==> src/rtl/tff_count_ctrl_pkg.sv <==
// Shared definitions for the T flip-flop counter controller.
//   state_t  : FSM state encoding (ST_IDLE = 0, ST_RUN = 1, ST_PAUSE = 2)
//   DIR_UP / DIR_DOWN : count direction encodings
package tff_count_ctrl_pkg;

  typedef enum logic [1:0] {
    ST_IDLE  = 2'd0,
    ST_RUN   = 2'd1,
    ST_PAUSE = 2'd2
  } state_t;

  localparam logic DIR_UP   = 1'b0;
  localparam logic DIR_DOWN = 1'b1;

endpackage

==> src/rtl/tff_count_ctrl_if.sv <==
// Control/status bundle between a software-style controller and the
// T flip-flop counter.
//   master : drives start/stop/clear/dir/modulus, observes count/busy/wrap
//   slave  : the counter block itself
interface tff_count_ctrl_if #(
  parameter int WIDTH = 4
);

  logic             start;
  logic             stop;
  logic             clear;
  logic             dir;
  logic [WIDTH-1:0] modulus;
  logic [WIDTH-1:0] count;
  logic             busy;
  logic             wrap;

  modport master (
    output start, stop, clear, dir, modulus,
    input  count, busy, wrap
  );

  modport slave (
    input  start, stop, clear, dir, modulus,
    output count, busy, wrap
  );

endinterface

==> src/rtl/tff_count_ctrl_cell.sv <==
// Single T flip-flop bit cell (module tff_cell).
//   t    : toggle enable, q flips on the rising clk edge when high
//   clk  : rising-edge clock
//   rst  : asynchronous active-low reset, clears q to 0
//   q    : stored bit
//   qbar : complement of q
module tff_cell (
  input  logic t,
  input  logic clk,
  input  logic rst,
  output logic q,
  output logic qbar
);

  logic q_r;

  // Toggle storage bit
  always_ff @(posedge clk or negedge rst) begin
    if (!rst) begin
      q_r <= 1'b0;
    end else if (t) begin
      q_r <= ~q_r;
    end else begin
      q_r <= q_r;
    end
  end

  assign q    = q_r;
  assign qbar = ~q_r;

endmodule

==> src/rtl/tff_count_ctrl.sv <==
// Programmable-modulus up/down counter built from WIDTH T flip-flop cells.
// The controller computes the desired next value and drives each cell's T
// input with q ^ nxt, so every value change is made by toggling.
//   clk  : rising-edge clock
//   rst  : asynchronous active-low reset
//   ctl  : slave side of tff_count_ctrl_if
//          start/stop/clear strobes, dir/modulus (sampled on start from IDLE),
//          count (cell Q outputs), busy (RUN or PAUSE), wrap (registered pulse)
module tff_count_ctrl
  import tff_count_ctrl_pkg::*;
#(
  parameter int WIDTH = 4
) (
  input  logic               clk,
  input  logic               rst,
  tff_count_ctrl_if.slave    ctl
);

  localparam logic [WIDTH-1:0] ZERO = {WIDTH{1'b0}};
  localparam logic [WIDTH-1:0] ONE  = {{(WIDTH-1){1'b0}}, 1'b1};

  state_t           state_r;
  state_t           state_nxt_s;
  logic             dir_r;
  logic [WIDTH-1:0] mod_r;
  logic             wrap_r;
  logic             busy_r;

  logic [WIDTH-1:0] q_s;
  logic [WIDTH-1:0] qbar_s;
  logic [WIDTH-1:0] nxt_s;
  logic [WIDTH-1:0] t_s;
  logic [WIDTH-1:0] mod_last_s;
  logic [WIDTH-1:0] init_s;
  logic             wrap_s;
  logic             load_s;
  logic             at_zero_s;

  // modulus 0 wraps naturally: 0 - 1 is all-ones
  assign mod_last_s = mod_r - ONE;
  // Initial value uses the live inputs because they are latched on this edge
  assign init_s     = (ctl.dir == DIR_DOWN) ? (ctl.modulus - ONE) : ZERO;
  // All complement outputs high means the bank holds zero
  assign at_zero_s  = &qbar_s;

  // Next-state, next-count and wrap decode
  always_comb begin
    state_nxt_s = state_r;
    nxt_s       = q_s;
    wrap_s      = 1'b0;
    load_s      = 1'b0;
    if (ctl.clear) begin
      state_nxt_s = ST_IDLE;
      nxt_s       = ZERO;
    end else begin
      case (state_r)
        ST_IDLE: begin
          nxt_s = ZERO;
          if (ctl.start) begin
            load_s      = 1'b1;
            nxt_s       = init_s;
            state_nxt_s = ST_RUN;
          end else begin
            state_nxt_s = ST_IDLE;
          end
        end
        ST_RUN: begin
          if (ctl.stop) begin
            nxt_s       = q_s;
            state_nxt_s = ST_PAUSE;
          end else if (dir_r == DIR_DOWN) begin
            if (at_zero_s) begin
              nxt_s  = mod_last_s;
              wrap_s = 1'b1;
            end else begin
              nxt_s = q_s - ONE;
            end
          end else begin
            if (q_s == mod_last_s) begin
              nxt_s  = ZERO;
              wrap_s = 1'b1;
            end else begin
              nxt_s = q_s + ONE;
            end
          end
        end
        ST_PAUSE: begin
          nxt_s = q_s;
          if (ctl.start) begin
            state_nxt_s = ST_RUN;
          end else begin
            state_nxt_s = ST_PAUSE;
          end
        end
        default: begin
          state_nxt_s = ST_IDLE;
          nxt_s       = ZERO;
        end
      endcase
    end
  end

  assign t_s = q_s ^ nxt_s;

  // FSM state, busy and wrap registers
  always_ff @(posedge clk or negedge rst) begin
    if (!rst) begin
      state_r <= ST_IDLE;
      busy_r  <= 1'b0;
      wrap_r  <= 1'b0;
    end else begin
      state_r <= state_nxt_s;
      busy_r  <= (state_nxt_s != ST_IDLE);
      wrap_r  <= wrap_s;
    end
  end

  // Direction and modulus captured only on start from IDLE
  always_ff @(posedge clk or negedge rst) begin
    if (!rst) begin
      dir_r <= DIR_UP;
      mod_r <= ZERO;
    end else if (load_s) begin
      dir_r <= ctl.dir;
      mod_r <= ctl.modulus;
    end else begin
      dir_r <= dir_r;
      mod_r <= mod_r;
    end
  end

  for (genvar i = 0; i < WIDTH; i++) begin : g_cell
    tff_cell u_cell (
      .t    (t_s[i]),
      .clk  (clk),
      .rst  (rst),
      .q    (q_s[i]),
      .qbar (qbar_s[i])
    );
  end

  assign ctl.count = q_s;
  assign ctl.busy  = busy_r;
  assign ctl.wrap  = wrap_r;

endmodule

==> src/flat_wrapper.sv <==
// flat-port wrapper written by rule: the top's interface ports become plain ports
module tff_count_ctrl_flat import tff_count_ctrl_pkg::*;
#(
  parameter int WIDTH = 4
)
  (clk, rst, ctl_start, ctl_stop, ctl_clear, ctl_dir, ctl_modulus, ctl_count, ctl_busy, ctl_wrap);
  tff_count_ctrl_if #(.WIDTH(WIDTH)) ctl_i ();
  input  logic clk;
  input  logic rst;
  input wire logic [$bits(ctl_i.start)-1:0] ctl_start;
  input wire logic [$bits(ctl_i.stop)-1:0] ctl_stop;
  input wire logic [$bits(ctl_i.clear)-1:0] ctl_clear;
  input wire logic [$bits(ctl_i.dir)-1:0] ctl_dir;
  input wire logic [$bits(ctl_i.modulus)-1:0] ctl_modulus;
  output wire logic [$bits(ctl_i.count)-1:0] ctl_count;
  output wire logic [$bits(ctl_i.busy)-1:0] ctl_busy;
  output wire logic [$bits(ctl_i.wrap)-1:0] ctl_wrap;
  assign ctl_i.start = ctl_start;
  assign ctl_i.stop = ctl_stop;
  assign ctl_i.clear = ctl_clear;
  assign ctl_i.dir = ctl_dir;
  assign ctl_i.modulus = ctl_modulus;
  assign ctl_count = ctl_i.count;
  assign ctl_busy = ctl_i.busy;
  assign ctl_wrap = ctl_i.wrap;
  tff_count_ctrl #(.WIDTH(WIDTH)) u_core (.clk(clk), .rst(rst), .ctl(ctl_i));
endmodule
==> config.mk <==
export PLATFORM = sky130hd
export DESIGN_NAME = tff_count_ctrl_flat
export DESIGN_NICKNAME = d
export VERILOG_FILES = /design/src/rtl/tff_count_ctrl_pkg.sv /design/src/rtl/tff_count_ctrl_if.sv /design/src/rtl/tff_count_ctrl_cell.sv /design/src/rtl/tff_count_ctrl.sv /design/src/flat_wrapper.sv
export SDC_FILE = /design/constraint.sdc
export NUM_CORES = 1
export LEC_CHECK = 0
export CORE_MARGIN = 3
export CORE_UTILIZATION = 50
export DETAILED_ROUTE_END_ITERATION = 8
export DONT_BUFFER_PORTS = 1
export GPL_TIMING_DRIVEN = 1
export PLACE_DENSITY = 0.64
export SETUP_SLACK_MARGIN = 0.02
export SKIP_LAST_GASP = 1
export SLEW_MARGIN = 30
export SYNTH_ARGS = -nofsm -noshare
export SYNTH_HDL_FRONTEND = slang
export SYNTH_HIERARCHICAL = 1
export SYNTH_SLANG_ARGS = --single-unit
export TNS_END_PERCENT = 30
==> constraint.sdc <==
create_clock -name clk -period 2.6 [get_ports clk]
set_input_delay 0.39 -clock clk [delete_from_list [all_inputs] [get_ports clk]]
set_output_delay 0.39 -clock clk [all_outputs]
set_load 0.005 [all_outputs]
After elaboration in Yosys (flattened, before gate mapping)
Index checks and enable logic that the tools add are counted.

storage, ports and cells
  word-level logic and storage cells = 46
  flip-flop bits (word level) = 13
  output and inout port bits = 6

cells by class
  reduce and logical (&&, ||, !) cells = 3
  muxes and demuxes = 22
  bitwise logic cells = 5
  add/subtract/negate cells = 4
  eq/ne operators = 3

operators with widths
  operator                                          number
  2-to-1 mux 4 bit                                  7
  one-hot mux 4 bit (3 select lines)                1
  subtractor 4 x 1 -> 4 bit, second input constant  3
  2-to-1 mux 1 bit                                  10
  2-to-1 mux 2 bit                                  3
  one-hot mux 2 bit (3 select lines)                1
  adder 4 x 1 -> 4 bit, second input constant       1
  == test 4 bit                                     1
  inverter 1 bit                                    4
  AND reduction 4 bit                               1
  XOR 4 bit                                         1
  == test 2 x 1 -> 1 bit, second input constant     1
  == test 2 bit, second input constant              1
  logical NOT 2 bit                                 1
  nonzero test 2 bit                                1

Longest topological paths before layout
  word-level depth = 8
  depth in mapped cells = 9
  gate-level depth less buffers = 9

By module
Netlist, hierarchy kept.

by module, submodules not included
  module          cells an instance  sequential area each (sq um)  area an instance (sq um)  times used
  tff_count_ctrl  114                225.2                         948.4                     1
  tff_cell        3                  25.0                          37.5                      4

Least setup slack after synthesis
OpenSTA, ideal clock, no wires.

  path kind = flip-flop to flip-flop
  start point = register u_core.mod_r[0]
  end point = register u_core.g_cell[3].u_cell.q_r
  path buffers = 0
  stages on the path, launching flop included = 10
  required time = 2473 ps
  path slack = 460 ps
  arrival = 2013 ps
  path through = dfrtp_1 -> inv_1 -> ha_1 -> xnor2_1 -> xnor2_1 -> o41ai_2 -> o31ai_2 -> mux2i_1 -> o211ai_2 -> xor2_1

on the way
  cells in the longest elaborated chain, start to end = 8
  elaborated cells between the ends (all ways) = 9
  classes of those cells = 1 x add/sub; 1 x eq/ne; 6 x mux; 1 x bitwise

ends and longest elaborated chain
  what                                    RTL line                   source
  from (decl)                             tff_count_ctrl.sv:25       logic [WIDTH-1:0] mod_r;
  from (signal assigned)                  tff_count_ctrl.sv:125      mod_r <= ctl.modulus;
  from (signal assigned)                  tff_count_ctrl.sv:128      mod_r <= mod_r;
  subtractor 4 x 1 -> 4 bit (*)           tff_count_ctrl.sv:40       assign mod_last_s = mod_r - ONE;
  == test 4 bit                           tff_count_ctrl.sv:79       if (q_s == mod_last_s) begin
  2-to-1 mux 4 bit                        tff_count_ctrl.sv:79
  2-to-1 mux 4 bit (*)                    tff_count_ctrl.sv:71       end else if (dir_r == DIR_DOWN) begin
  2-to-1 mux 4 bit (*)                    tff_count_ctrl.sv:68       if (ctl.stop) begin
  one-hot mux 4 bit (3 select lines) (*)  tff_count_ctrl.sv:56       case (state_r)
  2-to-1 mux 4 bit (*)                    tff_count_ctrl.sv:52       if (ctl.clear) begin
  XOR 4 bit (*)                           tff_count_ctrl.sv:103      assign t_s = q_s ^ nxt_s;
  via u_core.t_s[3]                       tff_count_ctrl.sv:32       logic [WIDTH-1:0] t_s;
  to (signal assigned)                    tff_count_ctrl_cell.sv:22  q_r <= ~q_r;
  to (signal assigned)                    tff_count_ctrl_cell.sv:24  q_r <= q_r;
  to (decl)                               tff_count_ctrl_cell.sv:15  logic q_r;

The timed path passes the listed nets; every way through them passes the cells marked *.
A chain may end at the register's enable or synchronous reset.

Final worst setup path
Ends and elaborated chain as after synthesis.

==> run summary <==
First-iteration detailed-routing DRC count -> 27
Synth area leaders -> dfrtp_1, xnor2_1, xor2_1, inv_1, ha_1
Dpl hpwl -> 1.80 mm
Yosys warning total -> 6
Syn nets -> 140
Net Sw Frac -> 46.6%
Num rows -> 16
Combinational fraction of design power -> 51.9%
Peak per-stage delay on the critical path -> 0.48 ns
Least-Margin Pin Slew -> 0.663 ns
Die Wd -> 52.9 um
Power per standard cell area -> 919 mW/mm^2
Crit Path Max Fanout -> 5
Area growth, synth to finish -> 4.44%
Number of synthesized flops with an enable pin -> 0
Nets -> 142
Maximum vdd drop -> 0.567 mV
Skew-Pair Late Insertion Delay -> 0.28 ns
Fin Clk Skew -> 0.00323 ns
Mapped Area -> 0.00110 mm^2
Post-synthesis sequential area ratio -> 29.6%
Worst Path Buf+Inv -> 1
Die area -> 0.00280 mm^2
Post-cts gate resize count -> 0
LEAKAGE -> 0.000479 uW
Pins Over Slew Limit -> 0
Tot Pwr -> 1050 uW
Layout cells sized above 1 -> 14.2%
DRT Wirelength -> 2.34 mm
Total CTS buffers -> 3
Total number of vias -> 920
Diode count -> 0
CP startpoint kind -> flop
WL/cell -> 15.2 um
Post-synthesis area per instance -> 8.72 um^2
Slew HR -> 55.7%
DRC -> 0
CP max-delay cell -> dfrtp_1
Total gr overflow -> 0
Psw -> 491 uW
Vias per Instance -> 5.97
Clk slew on worst S/H paths -> 0.09 ns
CTS tree -> yes
Max-cap violations -> 0
Tightest Hold Check Type -> in2reg
Post-route clock period utilization -> 90.9%
Number of port buffers -> 0
Initial Util -> 54.3%
CP Cell Sequence -> inv_1 > ha_1 > xnor2_1 > xnor2_1 > o41ai_2 > o31ai_2 > mux2i_1 > o211ai_2 > xor2_1
WP data arrival -> 2.52 ns
Post-DRT Antenna Nets -> 0
Largest net degree at the start of global routing -> 15
Initial antenna violation count -> 0
Global-route wire length before repair -> 4.01 mm
Flops & latches, synth -> 13
Ys flop type -> dfrtp_1
Critical path class -> reg2reg
Yosys cell types -> 43
Clk root buf -> clkbuf_4
Clk sinks -> 13
Vias in the first global route -> 898
Setup TNS -> 0 ns
Final setup viols -> 0
H-tree Lvls -> 1
Core area -> 0.00202 mm^2
Crit-path leading delay family -> compound AO/OA/AOI/OAI gates
Crit path top cell by count -> xnor2_1
Ys async rst share -> 100%
Count leader, synth -> inv_1
Post-synth top area cell -> dfrtp_1
Syn Inst Count -> 126
Run status -> completed
Tot GR Track Use -> 19.8%
Clock share of power -> 12.3%
Hold WS -> 0.160 ns
Top Ports -> 16
Final Hold Fails -> 0
Chip height -> 52.9 um
Sequential share of power -> 35.8%
Clock Tree Buf Depth -> 2
Placer Congestion -> 0.910
Synth top cells by count -> inv_1, dfrtp_1, nand2_1
RSZ-0062 raised after global routing -> no
DR pass1 iterations -> 4
Int Pwr -> 563 uW
FMAX -> 0.423 GHz
Synth top area share -> 29.6%
CP endpoint kind -> flop
Post-route minimum period -> 2.36 ns
WP data required -> 2.76 ns
power by group through the flow:
stage / Clock, uW / Sequential (uW) / Combinational [uW]
after floorplan: 0 / 338 / 501
after global placement: 0 / 381 / 521
after detailed placement: 0 / 382 / 536
after CTS: 136 / 378 / 545
after global routing: 145 / 392 / 619
final: 130 / 377 / 548
logic make-up after synthesis:
logic type	share of synthesized area, %
simple gates	19.4
fa+ha+maj	4.56
compound gates	22.3
flops	29.6
xor+xnor	12.0
buf+inv	8.20
mux	3.99
state kept, by name, summed over array words and instances, names as in the netlist:
register and count:
u_core/ctl.wrap 1, u_core/dir_r 1, u_core/state_r 2, u_core/mod_r 4, u_core/g_cell.u_cell/q 4, u_core/ctl.busy 1
repair_timing:
action / in CTS / in global routing
hold buffers: 1 / 0
setup buffers: 0 / 0
endpoints found under the hold margin: 13 / 0
cells in the final DEF, fill, tap and decap left out, drive strengths merged, types with 2 or more instances in the layout:
cell type / instances
a211oi: 2
buf: 2
a21o: 2
nor3: 6
ha: 4
nor2: 8
inv: 14
or4: 2
a311oi: 2
clkbuf: 3
dfrtp: 13
o21ai: 7
or3: 2
nand2: 9
a21oi: 5
xor2: 7
xnor2: 8
a31oi: 4
mux2: 3
o22ai: 2
o31ai: 2
nand2b: 2
final timing paths:
kind,depth (start not counted),slack (ns),to,from
min,1,0.16,u_core/state_r[1],ctl_clear
max reg2reg,9,0.24,u_core/g_cell[3].u_cell/q,u_core/mod_r[0]
min in group asynchronous,1,0.58,u_core/state_r[1],rst
max in group asynchronous,1,1.60,u_core/mod_r[0],rst
min reg2reg,1,0.59,u_core/mod_r[3],u_core/mod_r[3]
max,9,0.24,u_core/g_cell[3].u_cell/q,u_core/mod_r[0]
area by class of cell:
class                           count  area (um^2)
Multi-Input combinational cell     93          683
Clock buffer                        3         22.5
Tap cell                           27         33.8
Clock inverter                      1         5.00
Fill cell                         197          875
Inverter                           14         52.6
Sequential cell                    13          325
Timing Repair Buffer                3         25.0
per-stage QoR:
| stage | instance area, um^2 | setup slack (ns) | utilization, % | instances |
|---|---|---|---|---|
| floorplan | 1100 | 0.460 | - | 126 |
| global placement | 1110 | 0.335 | 54.9 | 149 |
| detailed placement | 1110 | 0.263 | 54.9 | 149 |
| CTS | 1150 | 0.230 | 56.7 | 154 |
| global route | 1150 | 0.0569 | 56.7 | 154 |
| finish | 1150 | 0.236 | 56.7 | 154 |
per-layer routing:
metal  part of all wire, %  up-vias  GRT usage, %
met5                     0        -             0
met4                   1.3        0          8.09
met3                   5.6        4          4.79
met2                    46       20          31.8
met1                    47      448          25.1
li1                      -      448             -
Power figures use the tool's default switching activity.
